<file path="src/rtl/ptp_rx_parser_if.sv">
// Payload stream and Wishbone register bus for the PTP RX parser.
// The master drives the stream and Wishbone requests. The slave is the parser.
interface ptp_rx_parser_if;
    logic [7:0]  s_axis_tdata;
    logic        s_axis_tvalid;
    logic        s_axis_tready;
    logic        s_axis_tlast;
    logic        s_axis_tuser;
    logic [31:0] wbs_addr_i;
    logic [31:0] wbs_data_i;
    logic [31:0] wbs_data_o;
    logic        wbs_we_i;
    logic        wbs_stb_i;
    logic        wbs_ack_o;

    modport master (
        output s_axis_tdata, s_axis_tvalid, s_axis_tlast, s_axis_tuser,
        output wbs_addr_i, wbs_data_i, wbs_we_i, wbs_stb_i,
        input  s_axis_tready, wbs_data_o, wbs_ack_o
    );

    modport slave (
        input  s_axis_tdata, s_axis_tvalid, s_axis_tlast, s_axis_tuser,
        input  wbs_addr_i, wbs_data_i, wbs_we_i, wbs_stb_i,
        output s_axis_tready, wbs_data_o, wbs_ack_o
    );
endinterface

</file>
<file path="src/rtl/ptp_rx_parser.sv">
// PTP RX parser: latches PTP header fields from a UDP payload stream. PTP_RX_TS_EN adds the rx_ts_i arrival stamp.
// Latency: results update on the tlast edge and msg_irq_o pulses one cycle later. Wishbone ack follows stb by one cycle.
// Backpressure: none. s_axis_tready is held high after reset, and a frame arriving while valid is set is counted as overflow.
module ptp_rx_parser (
    input  logic           clk,
    input  logic           rst_n,
    ptp_rx_parser_if.slave bus,
`ifdef PTP_RX_TS_EN
    input  logic [79:0]    rx_ts_i,
`endif
    output logic           msg_irq_o
);

    typedef enum logic [1:0] {ST_IDLE, ST_CAPT, ST_DROP} state_t;

    typedef struct packed {
        logic [3:0]  msgtype;
        logic [3:0]  version;
        logic [15:0] seq;
        logic [47:0] sec;
        logic [31:0] ns;
    } msg_t;

    function automatic logic [7:0] sat_inc(input logic [7:0] v);
        return (v == 8'hff) ? v : v + 8'd1;
    endfunction

    state_t      state_q, state_d;
    logic        tready_q, beat, eof, cap_en;
    logic [5:0]  byte_cnt_q;
    msg_t        shadow_q, shadow_d, result_q;
    logic        valid_q, valid_eff;
    logic [7:0]  runt_cnt_q, err_cnt_q, ovf_cnt_q;
    logic        long_enough, good, runt_evt, err_evt, acc, latch, ovf_evt;
    logic        wb_req, wb_wr, clr_valid, clr_cnt, ack_q;
    logic [3:0]  reg_sel;
    logic [31:0] rd_dat, rd_q;
    logic        unused_bits;

    assign bus.s_axis_tready = tready_q;
    assign beat              = bus.s_axis_tvalid & tready_q;

    always_ff @(posedge clk or negedge rst_n) begin
        if (!rst_n) state_q <= ST_IDLE;
        else        state_q <= state_d;
    end

    always_comb begin
        state_d = state_q;
        if (beat) begin
            if (bus.s_axis_tlast) begin
                state_d = ST_IDLE;
            end else begin
                case (state_q)
                    ST_IDLE: state_d = ST_CAPT;
                    ST_CAPT: if (byte_cnt_q == 6'd63) state_d = ST_DROP;
                    default: state_d = state_q;
                endcase
            end
        end
    end

    always_comb begin
        eof    = 1'b0;
        cap_en = 1'b0;
        if (beat) begin
            eof    = bus.s_axis_tlast;
            cap_en = (state_q != ST_DROP);
        end
    end

    // byte_cnt_q is the index of the next beat. It returns to 0 on tlast, so IDLE always sees index 0.
    always_ff @(posedge clk or negedge rst_n) begin
        if (!rst_n) begin
            byte_cnt_q <= 6'd0;
        end else if (beat) begin
            if (bus.s_axis_tlast)        byte_cnt_q <= 6'd0;
            else if (byte_cnt_q != 6'd63) byte_cnt_q <= byte_cnt_q + 6'd1;
        end
    end

    // Multi-byte fields are shifted in MSB first, which yields big-endian order.
    always_comb begin
        shadow_d = shadow_q;
        if (cap_en) begin
            if (byte_cnt_q == 6'd0) shadow_d.msgtype = bus.s_axis_tdata[3:0];
            if (byte_cnt_q == 6'd1) shadow_d.version = bus.s_axis_tdata[3:0];
            if (byte_cnt_q inside {[6'd30:6'd31]})
                shadow_d.seq = {shadow_q.seq[7:0], bus.s_axis_tdata};
            if (byte_cnt_q inside {[6'd34:6'd39]})
                shadow_d.sec = {shadow_q.sec[39:0], bus.s_axis_tdata};
            if (byte_cnt_q inside {[6'd40:6'd43]})
                shadow_d.ns = {shadow_q.ns[23:0], bus.s_axis_tdata};
        end
    end

    assign long_enough = (byte_cnt_q >= 6'd43);
    assign good        = long_enough & ~bus.s_axis_tuser & (shadow_d.version == 4'd2);
    assign runt_evt    = eof & ~long_enough;
    assign err_evt     = eof & long_enough & ~good;
    assign acc         = eof & good;

    assign wb_req    = bus.wbs_stb_i & ~ack_q;
    assign wb_wr     = wb_req & bus.wbs_we_i;
    assign reg_sel   = bus.wbs_addr_i[5:2];
    assign clr_valid = wb_wr & (reg_sel == 4'd0) & bus.wbs_data_i[0];
    assign clr_cnt   = wb_wr & (reg_sel == 4'd0) & bus.wbs_data_i[1];

    // A clear that coincides with an accept frees the slot for that same frame.
    assign valid_eff = valid_q & ~clr_valid;
    assign latch     = acc & ~valid_eff;
    assign ovf_evt   = acc & valid_eff;

    always_ff @(posedge clk or negedge rst_n) begin
        if (!rst_n) begin
            tready_q   <= 1'b0;
            shadow_q   <= '0;
            result_q   <= '0;
            valid_q    <= 1'b0;
            msg_irq_o  <= 1'b0;
            runt_cnt_q <= 8'd0;
            err_cnt_q  <= 8'd0;
            ovf_cnt_q  <= 8'd0;
        end else begin
            tready_q  <= 1'b1;
            shadow_q  <= shadow_d;
            msg_irq_o <= latch;
            if (latch) begin
                result_q <= shadow_d;
                valid_q  <= 1'b1;
            end else if (clr_valid) begin
                valid_q  <= 1'b0;
            end
            if (clr_cnt) begin
                runt_cnt_q <= 8'd0;
                err_cnt_q  <= 8'd0;
                ovf_cnt_q  <= 8'd0;
            end else begin
                if (runt_evt) runt_cnt_q <= sat_inc(runt_cnt_q);
                if (err_evt)  err_cnt_q  <= sat_inc(err_cnt_q);
                if (ovf_evt)  ovf_cnt_q  <= sat_inc(ovf_cnt_q);
            end
        end
    end

`ifdef PTP_RX_TS_EN
    logic [79:0] ts_shadow_q, ts_result_q;

    always_ff @(posedge clk or negedge rst_n) begin
        if (!rst_n) begin
            ts_shadow_q <= '0;
            ts_result_q <= '0;
        end else begin
            if (cap_en && byte_cnt_q == 6'd0) ts_shadow_q <= rx_ts_i;
            if (latch)                        ts_result_q <= ts_shadow_q;
        end
    end
`endif

    always_comb begin
        rd_dat = 32'd0;
        case (reg_sel)
            4'd0: rd_dat = {ovf_cnt_q, err_cnt_q, runt_cnt_q, 7'd0, valid_q};
            4'd1: rd_dat = {24'd0, result_q.version, result_q.msgtype};
            4'd2: rd_dat = {16'd0, result_q.seq};
            4'd3: rd_dat = {16'd0, result_q.sec[47:32]};
            4'd4: rd_dat = result_q.sec[31:0];
            4'd5: rd_dat = result_q.ns;
`ifdef PTP_RX_TS_EN
            4'd6: rd_dat = {16'd0, ts_result_q[79:64]};
            4'd7: rd_dat = ts_result_q[63:32];
            4'd8: rd_dat = ts_result_q[31:0];
`endif
            default: rd_dat = 32'd0;
        endcase
    end

    always_ff @(posedge clk or negedge rst_n) begin
        if (!rst_n) begin
            ack_q <= 1'b0;
            rd_q  <= 32'd0;
        end else begin
            ack_q <= wb_req;
            if (wb_req && !bus.wbs_we_i) rd_q <= rd_dat;
        end
    end

    assign bus.wbs_ack_o  = ack_q;
    assign bus.wbs_data_o = rd_q;

    // The address decode ignores these bits, and only bits 0 and 1 of write data are meaningful.
    assign unused_bits = ^{bus.wbs_addr_i[31:6], bus.wbs_addr_i[1:0], bus.wbs_data_i[31:2]};

endmodule

</file>
<file path="src/flat_wrapper.sv">
// flat-port wrapper written by rule: the top's interface ports become plain ports
module ptp_rx_parser_flat 
  (clk, rst_n, msg_irq_o, bus_s_axis_tdata, bus_s_axis_tvalid, bus_s_axis_tlast, bus_s_axis_tuser, bus_wbs_addr_i, bus_wbs_data_i, bus_wbs_we_i, bus_wbs_stb_i, bus_s_axis_tready, bus_wbs_data_o, bus_wbs_ack_o);
  ptp_rx_parser_if bus_i ();
  input  logic clk;
  input  logic rst_n;
  output logic msg_irq_o;
  input wire logic [$bits(bus_i.s_axis_tdata)-1:0] bus_s_axis_tdata;
  input wire logic [$bits(bus_i.s_axis_tvalid)-1:0] bus_s_axis_tvalid;
  input wire logic [$bits(bus_i.s_axis_tlast)-1:0] bus_s_axis_tlast;
  input wire logic [$bits(bus_i.s_axis_tuser)-1:0] bus_s_axis_tuser;
  input wire logic [$bits(bus_i.wbs_addr_i)-1:0] bus_wbs_addr_i;
  input wire logic [$bits(bus_i.wbs_data_i)-1:0] bus_wbs_data_i;
  input wire logic [$bits(bus_i.wbs_we_i)-1:0] bus_wbs_we_i;
  input wire logic [$bits(bus_i.wbs_stb_i)-1:0] bus_wbs_stb_i;
  output wire logic [$bits(bus_i.s_axis_tready)-1:0] bus_s_axis_tready;
  output wire logic [$bits(bus_i.wbs_data_o)-1:0] bus_wbs_data_o;
  output wire logic [$bits(bus_i.wbs_ack_o)-1:0] bus_wbs_ack_o;
  assign bus_i.s_axis_tdata = bus_s_axis_tdata;
  assign bus_i.s_axis_tvalid = bus_s_axis_tvalid;
  assign bus_i.s_axis_tlast = bus_s_axis_tlast;
  assign bus_i.s_axis_tuser = bus_s_axis_tuser;
  assign bus_i.wbs_addr_i = bus_wbs_addr_i;
  assign bus_i.wbs_data_i = bus_wbs_data_i;
  assign bus_i.wbs_we_i = bus_wbs_we_i;
  assign bus_i.wbs_stb_i = bus_wbs_stb_i;
  assign bus_s_axis_tready = bus_i.s_axis_tready;
  assign bus_wbs_data_o = bus_i.wbs_data_o;
  assign bus_wbs_ack_o = bus_i.wbs_ack_o;
  ptp_rx_parser u_core (.clk(clk), .rst_n(rst_n), .bus(bus_i), .msg_irq_o(msg_irq_o));
endmodule
</file>
<file path="config.mk">
export PLATFORM = sky130hd
export DESIGN_NAME = ptp_rx_parser_flat
export DESIGN_NICKNAME = d
export VERILOG_FILES = /design/src/rtl/ptp_rx_parser_if.sv /design/src/rtl/ptp_rx_parser.sv /design/src/flat_wrapper.sv
export SDC_FILE = /design/constraint.sdc
export NUM_CORES = 1
export LEC_CHECK = 0
export CORE_ASPECT_RATIO = 1.2
export CORE_MARGIN = 2
export CORE_UTILIZATION = 35
export CTS_CLUSTER_DIAMETER = 150
export DETAILED_ROUTE_END_ITERATION = 8
export PLACE_DENSITY_LB_ADDON = 0.25
export SLEW_MARGIN = 15
export SYNTH_ARGS = -nofsm -noshare
export SYNTH_HDL_FRONTEND = slang
export SYNTH_SLANG_ARGS = --single-unit
</file>
<file path="constraint.sdc">
create_clock -name clk -period 2.3 [get_ports clk]
set_input_delay 0.23 -clock clk [delete_from_list [all_inputs] [get_ports clk]]
set_output_delay 0.23 -clock clk [all_outputs]
set_load 0.01 [all_outputs]
</file>
* Word level (Yosys, flattened, before mapping)
Cells that the tools add are included.
** Word-level totals
- Register bits after elaboration :: 276
- Input port bits :: 79
- Output and inout port bits :: 35
- Logic and storage cells :: 114
** Operators by class
- Add/sub/neg operators :: 4
- Order comparisons :: 7
- Equal/unequal tests :: 18
- Multiplexer cells :: 25
- Bitwise operators :: 21
- Reduce and logical (&&, ||, !) cells :: 19
** Operator list (number)
- $pmux W32 S6 :: 1
- $mux W104 :: 1
- $mux W8 :: 9
- $mux W48 :: 1
- $mux W32 :: 1
- $add A8 B1 Y8 const B :: 3
- $eq A8 B8 Y1 const B :: 3
- $ge A6 B6 Y1 const B :: 3
- $mux W16 :: 1
- $and A1 B1 Y1 :: 15
- $eq A4 B2 Y1 const B :: 3
- $le A6 B6 Y1 const B :: 2
- $mux W6 :: 2
- $reduce_bool A2 Y1 :: 5
- $eq A4 B3 Y1 const B :: 2
- $mux W4 :: 2
- $reduce_and A2 Y1 :: 4
- $add A6 B1 Y6 const B :: 1
- $eq A6 B1 Y1 const B :: 1
- $eq A6 B6 Y1 const B :: 1
- $ge A6 B5 Y1 const B :: 1
- $le A6 B5 Y1 const B :: 1
- $logic_not A6 Y1 :: 1
- $ne A2 B1 Y1 const B :: 3
- 15 further kinds :: 27

* Longest topological paths before layout
Gate-level depths: netlist (run 1).
- Word-level depth :: 10
- Mapped depth :: 8
- Depth with buffers taken out :: 6

* Least setup slack after synthesis (run 1)
Ideal clock, no wire load.
- Kind :: reg-to-reg
- From :: register u_core.tready_q, in the netlist u_core.bus.s_axis_tready
- To :: register u_core.result_q[62] in the netlist's numbering
- Library setup time :: 125 ps
- Arrival :: 2114 ps
- Required time :: 2175 ps
- Slack :: 61 ps
- Cell stages (with the launch flop) :: 9
- Buffers on the path :: 3
- Period minus slack after synthesis :: 2239 ps
- Path through :: dfrtp_1 and2_1 buf_4 nand3b_1 nor4_2 buf_2 buf_2 mux2_2 mux2_4
** RTL lines
- from (decl) :: RTL line ptp_rx_parser.sv:29 : logic tready_q, beat, eof, cap_en;
- from (signal assigned) :: RTL line ptp_rx_parser.sv:116 : tready_q <= 1'b0;
- from (signal assigned) :: RTL line ptp_rx_parser.sv:125 : tready_q <= 1'b1;
- to (signal assigned) :: RTL line ptp_rx_parser.sv:129 : result_q <= shadow_d;
- to (decl) :: RTL line ptp_rx_parser.sv:31 : msg_t shadow_q, shadow_d, result_q;

==> results of run 1 <==
state kept, by name, indices dropped and copies added (netlist names):
| name | count |
|---|---|
| u_core.bus.s_axis_tready | 1 |
| u_core.bus.wbs_ack_o | 1 |
| u_core.bus.wbs_data_o | 32 |
| u_core.byte_cnt_q | 6 |
| u_core.err_cnt_q | 8 |
| u_core.msg_irq_o | 1 |
| u_core.ovf_cnt_q | 8 |
| u_core.result_q | 104 |
| u_core.runt_cnt_q | 8 |
| u_core.shadow_q | 104 |
| u_core.state_q | 2 |
| u_core.valid_q | 1 |
cells by family after synthesis:
logic type	Yosys count
AO/OA/AOI/OAI	131
XOR/XNOR	16
adder cells (fa/ha/maj)	6
buffers and inverters	59
flip-flops	276
multiplexers	207
other	1
AND/OR/NAND/NOR	128
cell usage after synthesis (all sizes together), types with 4 or more instances:
cell    number  area share
nand3       15      0.0074
nor3         5      0.0030
nor4b        9      0.0082
nand2       35       0.011
dfrtp      276        0.58
xnor2       15       0.011
nor4         9      0.0083
nand4        5      0.0026
ha           6      0.0063
and2         5      0.0026
and4         4      0.0030
nand2b       4      0.0021
a22oi       19       0.012
a21o        19       0.012
a21oi       22      0.0093
inv         11      0.0035
buf         24       0.023
a222oi      31       0.026
mux2       204        0.22
and3         5      0.0026
clkbuf      24      0.0076
o21ai       23      0.0097
nor2        23      0.0073
timing repair:
action / 4_1_cts / 5_1_grt
setup endpoints to repair: 0 / 98
setup buffers: 0 / 2
hold endpoints to repair: 75 / 0
hold buffers: 1 / 0
resized for setup: 0 / 6
placed cells by master (no fill, tap or decap), drive strengths merged, types with 2 or more instances in the layout:
master / netlist / layout
dfrtp: 276 / 276
mux2: 204 / 204
buf: 24 / 58
clkdlybuf4s50: 0 / 54
clkbuf: 24 / 36
nand2: 35 / 35
a222oi: 31 / 31
nor2: 23 / 23
o21ai: 23 / 23
a21oi: 22 / 22
a21o: 19 / 19
a22oi: 19 / 19
xnor2: 15 / 15
nand3: 15 / 15
clkinv: 0 / 12
inv: 11 / 11
nor4: 9 / 9
nor4b: 9 / 9
ha: 6 / 6
and3: 5 / 5
nand4: 5 / 5
and2: 5 / 5
nor3: 5 / 5
nand2b: 4 / 4
and4: 4 / 4
mux2i: 3 / 3
o21a: 3 / 3
a31oi: 3 / 3
clkinvlp: 0 / 3
bufinv: 0 / 3
a211o: 2 / 2
o22ai: 2 / 2
nor4bb: 2 / 2
final cells by class:
| class | instances | area, sq um |
|---|---|---|
| Inverter | 11 | 48.8 |
| Tap cell | 450 | 563 |
| Sequential cell | 276 | 6910 |
| Clock inverter | 18 | 176 |
| Fill cell | 3061 | 18900 |
| Timing Repair Buffer | 114 | 1280 |
| Multi-Input combinational cell | 489 | 4630 |
| Clock buffer | 35 | 778 |
stage by stage:
step | hold slack [ps] | util
floorplan | -65.6 | -
global placement | 296 | 0.402
detailed placement | 294 | 0.402
CTS | 308 | 0.431
global route | 345 | 0.432
finish | 283 | 0.432
where the power goes:
group | total (uW) | internal (uW) | switching [uW]
Combinational | 598 | 262 | 336
Sequential | 5100 | 4990 | 108
Clock | 4680 | 2740 | 1930
worst max-delay path, stage by stage (launching register included):
cell	delay, ps
sky130_fd_sc_hd__dfrtp_1	380
sky130_fd_sc_hd__and2b_1	310
sky130_fd_sc_hd__nor4_4	300
sky130_fd_sc_hd__buf_4	170
sky130_fd_sc_hd__buf_8	240
sky130_fd_sc_hd__mux2_2	390
sky130_fd_sc_hd__mux2_4	260
routing by layer:
metal  vias up  track usage  part of all wire
met5         -            0                 0
met4         0       0.0360             0.015
met3        33       0.0129             0.036
met2       141        0.247              0.46
met1      3601        0.233              0.49
li1       3244            -                 -
final timing paths:
path / to / cells after the start / slack (ps)
setup / recovery: u_core.result_q[49] / 6 / 120
hold / removal: u_core.bus.s_axis_tready / 2 / 280
setup reg to reg: u_core.result_q[49] / 6 / 120
hold reg to reg: u_core.bus.wbs_data_o[13] / 1 / 480
max in group asynchronous: u_core.result_q[57] / 3 / 1220
min in group clk: u_core.bus.wbs_ack_o / 3 / 400
==> metrics list, run 1 <==
* First-pass iteration count of the detailed router: 5
- Top-level port count: 114
* Via-per-instance ratio: just over 5
- The number of hold violations in the final report is 0.
- Yosys warning count: 0
- Data arrival, critical path: 2590 ps
* Largest clock skew in the final design: approximately 7.6 ps
* Worst slew pin tran: 905 ps
* Unrepaired setup endpoints after global routing: no
- Setup violations remaining at the end of the flow were counted as 0.
* Area grow syn2layout: 21.1%
* Max-cap violation count: 0
* Count of state elements after synthesis: 276
* Category of the worst setup path capture point: flip-flop
- Worst setup slack after placement: -216 ps
- The fraction of the mapped netlist area in compound gates came to 0.0805.
* Worst ir drop on vdd: 0.425 mV
* Startpoint kind of the worst setup timing path: flip-flop
* Number of port buffers: 55
- The number of placed instances, taps included, is 1,336.
* PnR Total Power: between 10,000 and 15,000 uW
- For this run the aggregate overflow at the end of global routing stands at 0.
* Hold Crit Class: in -> async
* Worst slew margin: 0.392
- By area, the combinational part of the netlist is dominated by multiplexers.
- CTS built an H-tree with a depth of 1.
- Clock latency on the worst-skew pair, taken at its later pin, is about 530 ps.
* Share of layout cells above drive strength 1: 0.303
* Final WL: 26,900 um
- Per-cell routed wire length: 19.3 um
* Die Ht: between 200 and 250 um
- The first global-routing pass estimated 43,300 um of wire.
* HPWL after DPL: roughly 18,000 um
* Adder-cell share of the synthesized area: 0.00633
- The initial utilization of the core area, before any placement, comes to 0.357.
* Fraction of the yosys area taken by sequential cells: 0.582
- After detailed placement, the total cell area comes to between 10,000 and 15,000 sq um.
- Tracing the worst setup path back leads to its startpoint at u_core.state_q[0].
- Register clock-pin slew on the reported worst setup and hold paths: 60 ps
- A synthesized cell averages approximately 14 sq um.
- Worst R2R Start: u_core.state_q[0]
- Clock tree root driver cell: sky130_fd_sc_hd__clkbuf_16
- TritonCTS created 29 clock buffers.
* PwrDens: 721 nW/um^2
- For this run, the total global-route usage over all layers was measured as 0.156.
- The synthesized netlist contains 56 unique library cells.
* Final Net Count: roughly 1,000
* Synthesized instance count: 824
- Row Count: 73
- Overall via count from detail_route: 7,019
* Mapped Nets: ~910
- Of the available clock period, the critical path in the final layout requires 0.946.
- Setup CP Type: reg -> reg
* Inserted Diodes: 0
- The clock net in this run drives a total of around 280 sinks.
- Xor and xnor area share after synthesis: 0.0118
- Static leakage power: 0.00676 uW
* Vias in the first global route: about 7,500
* Chip Width: between 150 and 200 um
- Most common flop cell mapped by yosys: sky130_fd_sc_hd__dfrtp_1
- Number of synthesized flops with an enable pin: 0
- CP Max Fanout: 24
- Of the total synthesized cell area, the portion taken by AND, OR, NAND and NOR gates is 0.0642.
* Final std cell area, no fill: around 14,000 sq um
- The portion of synthesized area spent on multiplexers is 0.221.
- The die covers 35,400 sq um.
- The finished layout holds 1,393 standard cells, fillers aside.
- Setup slack on the critical path of the routed design comes to 125 ps.
- The number of max-slew violations in the final report came to 0.
- Setup Total Neg Slack: 0 ps
- Required arrival time at the worst endpoint: 2720 ps
- Clock tree from TritonCTS: yes
- Final ANT Viol Nets: 0
- Peak Freq: roughly 460 MHz
* Worst-case clock buffer depth: 3
- Placeable core region: 33,200 sq um
- Clock period minus worst slack: 2180 ps
- Entering global routing, the biggest net connects between 80 and 90 pins.
- GPL Wtd Cong: ~0.8
* Initial antenna violation count: 0
* Share of synthesized registers carrying an async set or reset: 1.00
* Detailed router's first-iteration violation count: 477
* Netlist area before placement: between 10,000 and 15,000 sq um
- Run status: finished, final reports clean
* DR DRC count: 0
Note: power is estimated with default switching activity, not from simulation.
==> inputs of run 2 (changes only) <==
--- a/config.mk
+++ b/config.mk
@@ -11,7 +11,7 @@
 export CTS_CLUSTER_DIAMETER = 150
 export DETAILED_ROUTE_END_ITERATION = 8
 export PLACE_DENSITY_LB_ADDON = 0.25
-export SLEW_MARGIN = 15
+export SLEW_MARGIN = 40
 export SYNTH_ARGS = -nofsm -noshare
 export SYNTH_HDL_FRONTEND = slang
 export SYNTH_SLANG_ARGS = --single-unit
==> metrics list, run 2 (synthesis gave the netlist of run 1 again) <==
- Register-to-register setup slack: 130 ps (about the same)
- The post-route worst setup slack was 126 ps (+1.81 ps).
* Setup CP Type: reg -> reg
- The fraction of layout cells with a size suffix above 1 came to 0.304 (+0.00106).
- Placeable core region: 33,200 sq um (unchanged)
* Number of fill cells in the layout: 3,061 (unchanged)
- Required arrival time at the worst endpoint: 2720 ps (about the same)
- Top-level port count: 114 (unchanged)
- Latest clock arrival within the worst-skew pair: 530 ps (about the same)
- The worst register-to-register path begins at u_core.state_q[0].
- On the critical path, the stage with the largest delay is an instance of sky130_fd_sc_hd__mux2_2.
- Data arrival, critical path: 2590 ps (about the same)
* Area grow syn2layout: 21.2% (about the same)
* Worst-case clock buffer depth: 3 (unchanged)
- Global-route wire length before repair: 43,300 um (unchanged)
* Worst ir drop on vdd: 0.425 mV (about the same)
* Clock tree from TritonCTS: yes
- Broken down by cell family, the worst path's largest delay share belongs to multiplexers.
- Logic pwr share: 0.058 (about the same)
- The combined buffer and inverter count along the critical path is 2 (unchanged).
- The critical-path maximum fanout is 24 (unchanged).
* Startpoint kind of the worst setup timing path: flip-flop
- The power after layout was 10,400 uW (about the same).
- Pin count of the biggest net entering global routing: 82 (unchanged)
* GPL Wtd Cong: 0.779 (unchanged)
- Per-cell routed wire length: 19.4 um (about the same)
* Chip Width: 172 um (unchanged)
- PwrDens: 721 nW/um^2 (about the same)
- The part of the total power dissipated in the clock network came to 0.451 (about the same).
- Traced cell by cell, the critical path runs through and2b_1 -> nor4_4 -> buf_4 -> buf_8 -> mux2_2 -> mux2_4.
- Combined flip-flop and latch cell area: 6910 sq um (unchanged)
* Worst slew margin: 0.549 (+0.157)
- The fraction of power spent switching nets came to 0.229 (about the same).
- The floorplan die area came to 35,400 sq um (unchanged).
- The DRC violations left is 0 (unchanged).
* Proportion of power drawn by flip-flops and latches: 0.491 (about the same)
- Area occupied by multi-input gates: 4630 sq um (+0.11%)
- Peak Freq: 460 MHz (about the same)
- HPWL after DPL: 17,600 um (unchanged)
- Inserted Diodes: 0 (unchanged)
* Final ANT Viol Nets: 0 (unchanged)
- The cell sitting at the root of the clock tree is a sky130_fd_sc_hd__clkbuf_16.
* Hold Crit Class: in -> async
* Vias in the first global route: 7,496 (unchanged)
* Global-route congestion overflow total: 0 (unchanged)
* Final instance count without filler cells: 1,393 (unchanged)
* Number of cell instances on the worst register-to-register path: 6 (unchanged)
- In this run the critical register-to-register path is captured at u_core.result_q[49].
* Max stage delay on crit path: 390 ps (about the same)
- The number of hold violations in the final report was 0 (unchanged).
* Most common cell after layout, fill and taps aside: sky130_fd_sc_hd__dfrtp_1
- Post-route fraction of the period consumed by the critical path: 0.945 (about the same)
* Via-per-instance ratio: 5.04 (about the same)
- The row count came to 73 (unchanged).
- Largest clock skew in the final design: 7.59 ps (+0.0171 ps)
- The static leakage was 0.00676 uW (about the same).
* Most used cells in the layout excluding fill and tap cells: sky130_fd_sc_hd__dfrtp_1 (275), sky130_fd_sc_hd__mux2_2 (82), sky130_fd_sc_hd__mux2_4 (78), sky130_fd_sc_hd__clkdlybuf4s50_1 (54), sky130_fd_sc_hd__mux2_1 (44)
* Hold_ws: 283 ps (-0.199 ps)
- Number of buffers added by the clock tree synthesis step: 29 (unchanged)
- The minimum setup slack after placement is -216 ps (unchanged).
- Post-placement cell count: 1,336 (unchanged)
- Clock period minus worst slack: 2170 ps (-1.81 ps)
- Setup repair after global routing left no endpoint under its margin.
* Initial standard-cell utilization of the core: 0.357 (unchanged)
- Category of the worst setup path capture point: flip-flop
- Final Net Count: 1,006 (unchanged)
- Final WL: 27,000 um (about the same)
- Number of port buffers: 55 (unchanged)
- Total track usage: 0.156 (unchanged)
- Overall via count from detail_route: 7,025 (+0.085%)
- Clock sinks: 276 (unchanged)
- The number of search-and-repair iterations in the first detailed-routing pass came to 7 (+2).
- Run status: finished, final reports clean
- The cell-internal power came to 8000 uW (about the same).
- Max-cap violation count: 0 (unchanged)
- The switching power total is 2380 uW (about the same).
* Detailed router's first-iteration violation count: 478 (+0.21%)
- The overall die height came to 206 um (unchanged).
* Number of levels the H-tree was split into: 1 (unchanged)
- Register clock-pin slew on the reported worst setup and hold paths: 60 ps (about the same)
* Initial antenna violation count: 0 (unchanged)
- The number of max-slew violations in the final report was 0 (unchanged).
- Final setup fails: 0 (unchanged)
- The actual slew at the worst max-slew pin came to 677 ps (-228 ps).
[run 2: cell types whose count changed in the layout (fill, tap and decap cells not counted)]
| cell | change |
|---|---|
| sky130_fd_sc_hd__o31ai_2 | +1 |
| sky130_fd_sc_hd__o31ai_1 | -1 |
[run 2: final cells by class]
class,instances,share of cell area
tap,450,0.0392
multi-input combinational,489,0.322
sequential,276,0.480
clock buffer,35,0.0541
clock inverter,18,0.0123
timing repair buffer,114,0.0887
inverter,11,0.00339
[run 2: metal layers]
| layer | up-vias | GRT usage | wire length (um) |
|---|---|---|---|
| met2 | 139 | 0.247 | 12400 |
| li1 | 3245 | - | - |
| met3 | 33 | 0.0129 | 923 |
| met5 | - | 0 | 0 |
| met1 | 3608 | 0.233 | 13200 |
| met4 | 0 | 0.0360 | 391 |
[run 2: per-stage QoR]
stage / instance area, sq um / utilization / TNS (ps)
2_1_floorplan: 11900 / - / 0
3_3_place_gp: 13400 / 0.402 / -13570
3_5_place_dp: 13400 / 0.402 / -15090
4_1_cts: 14300 / 0.431 / 0
5_1_grt: 14400 / 0.433 / 0
6_report: 14400 / 0.433 / 0
[run 2: timing repair]
action,4_1_cts,5_1_grt
endpoints found under the setup margin,0,98
hold buffers,1,0
resized for setup,0,6
endpoints found under the hold margin,75,0
buffers inserted,0,2
[run 2: worst max path at each step]
| stage | startpoint | endpoint | slack (ps) | depth (start not counted) |
|---|---|---|---|---|
| CTS | u_core.shadow_q[99] | u_core.result_q[63] | 50 | 7 |
| finish | u_core.state_q[0] | u_core.result_q[49] | 130 | 6 |
| global route | u_core.state_q[0] | u_core.result_q[49] | 20 | 6 |
| detailed placement | bus_s_axis_tvalid | u_core.result_q[43] | -220 | 7 |
| floorplan | u_core.bus.s_axis_tready | u_core.result_q[62] | 60 | 8 |
| global placement | bus_s_axis_tvalid | u_core.result_q[53] | -200 | 7 |
[run 2: power groups by stage]
stage          registers (uW)  logic [uW]  clock network [uW]
2_1_floorplan            5150         281                   0
3_3_place_gp             5180         597                   0
3_5_place_dp             5180         607                   0
4_1_cts                  5090         612                4820
5_1_grt                  5120         672                5010
6_report                 5100         598                4680
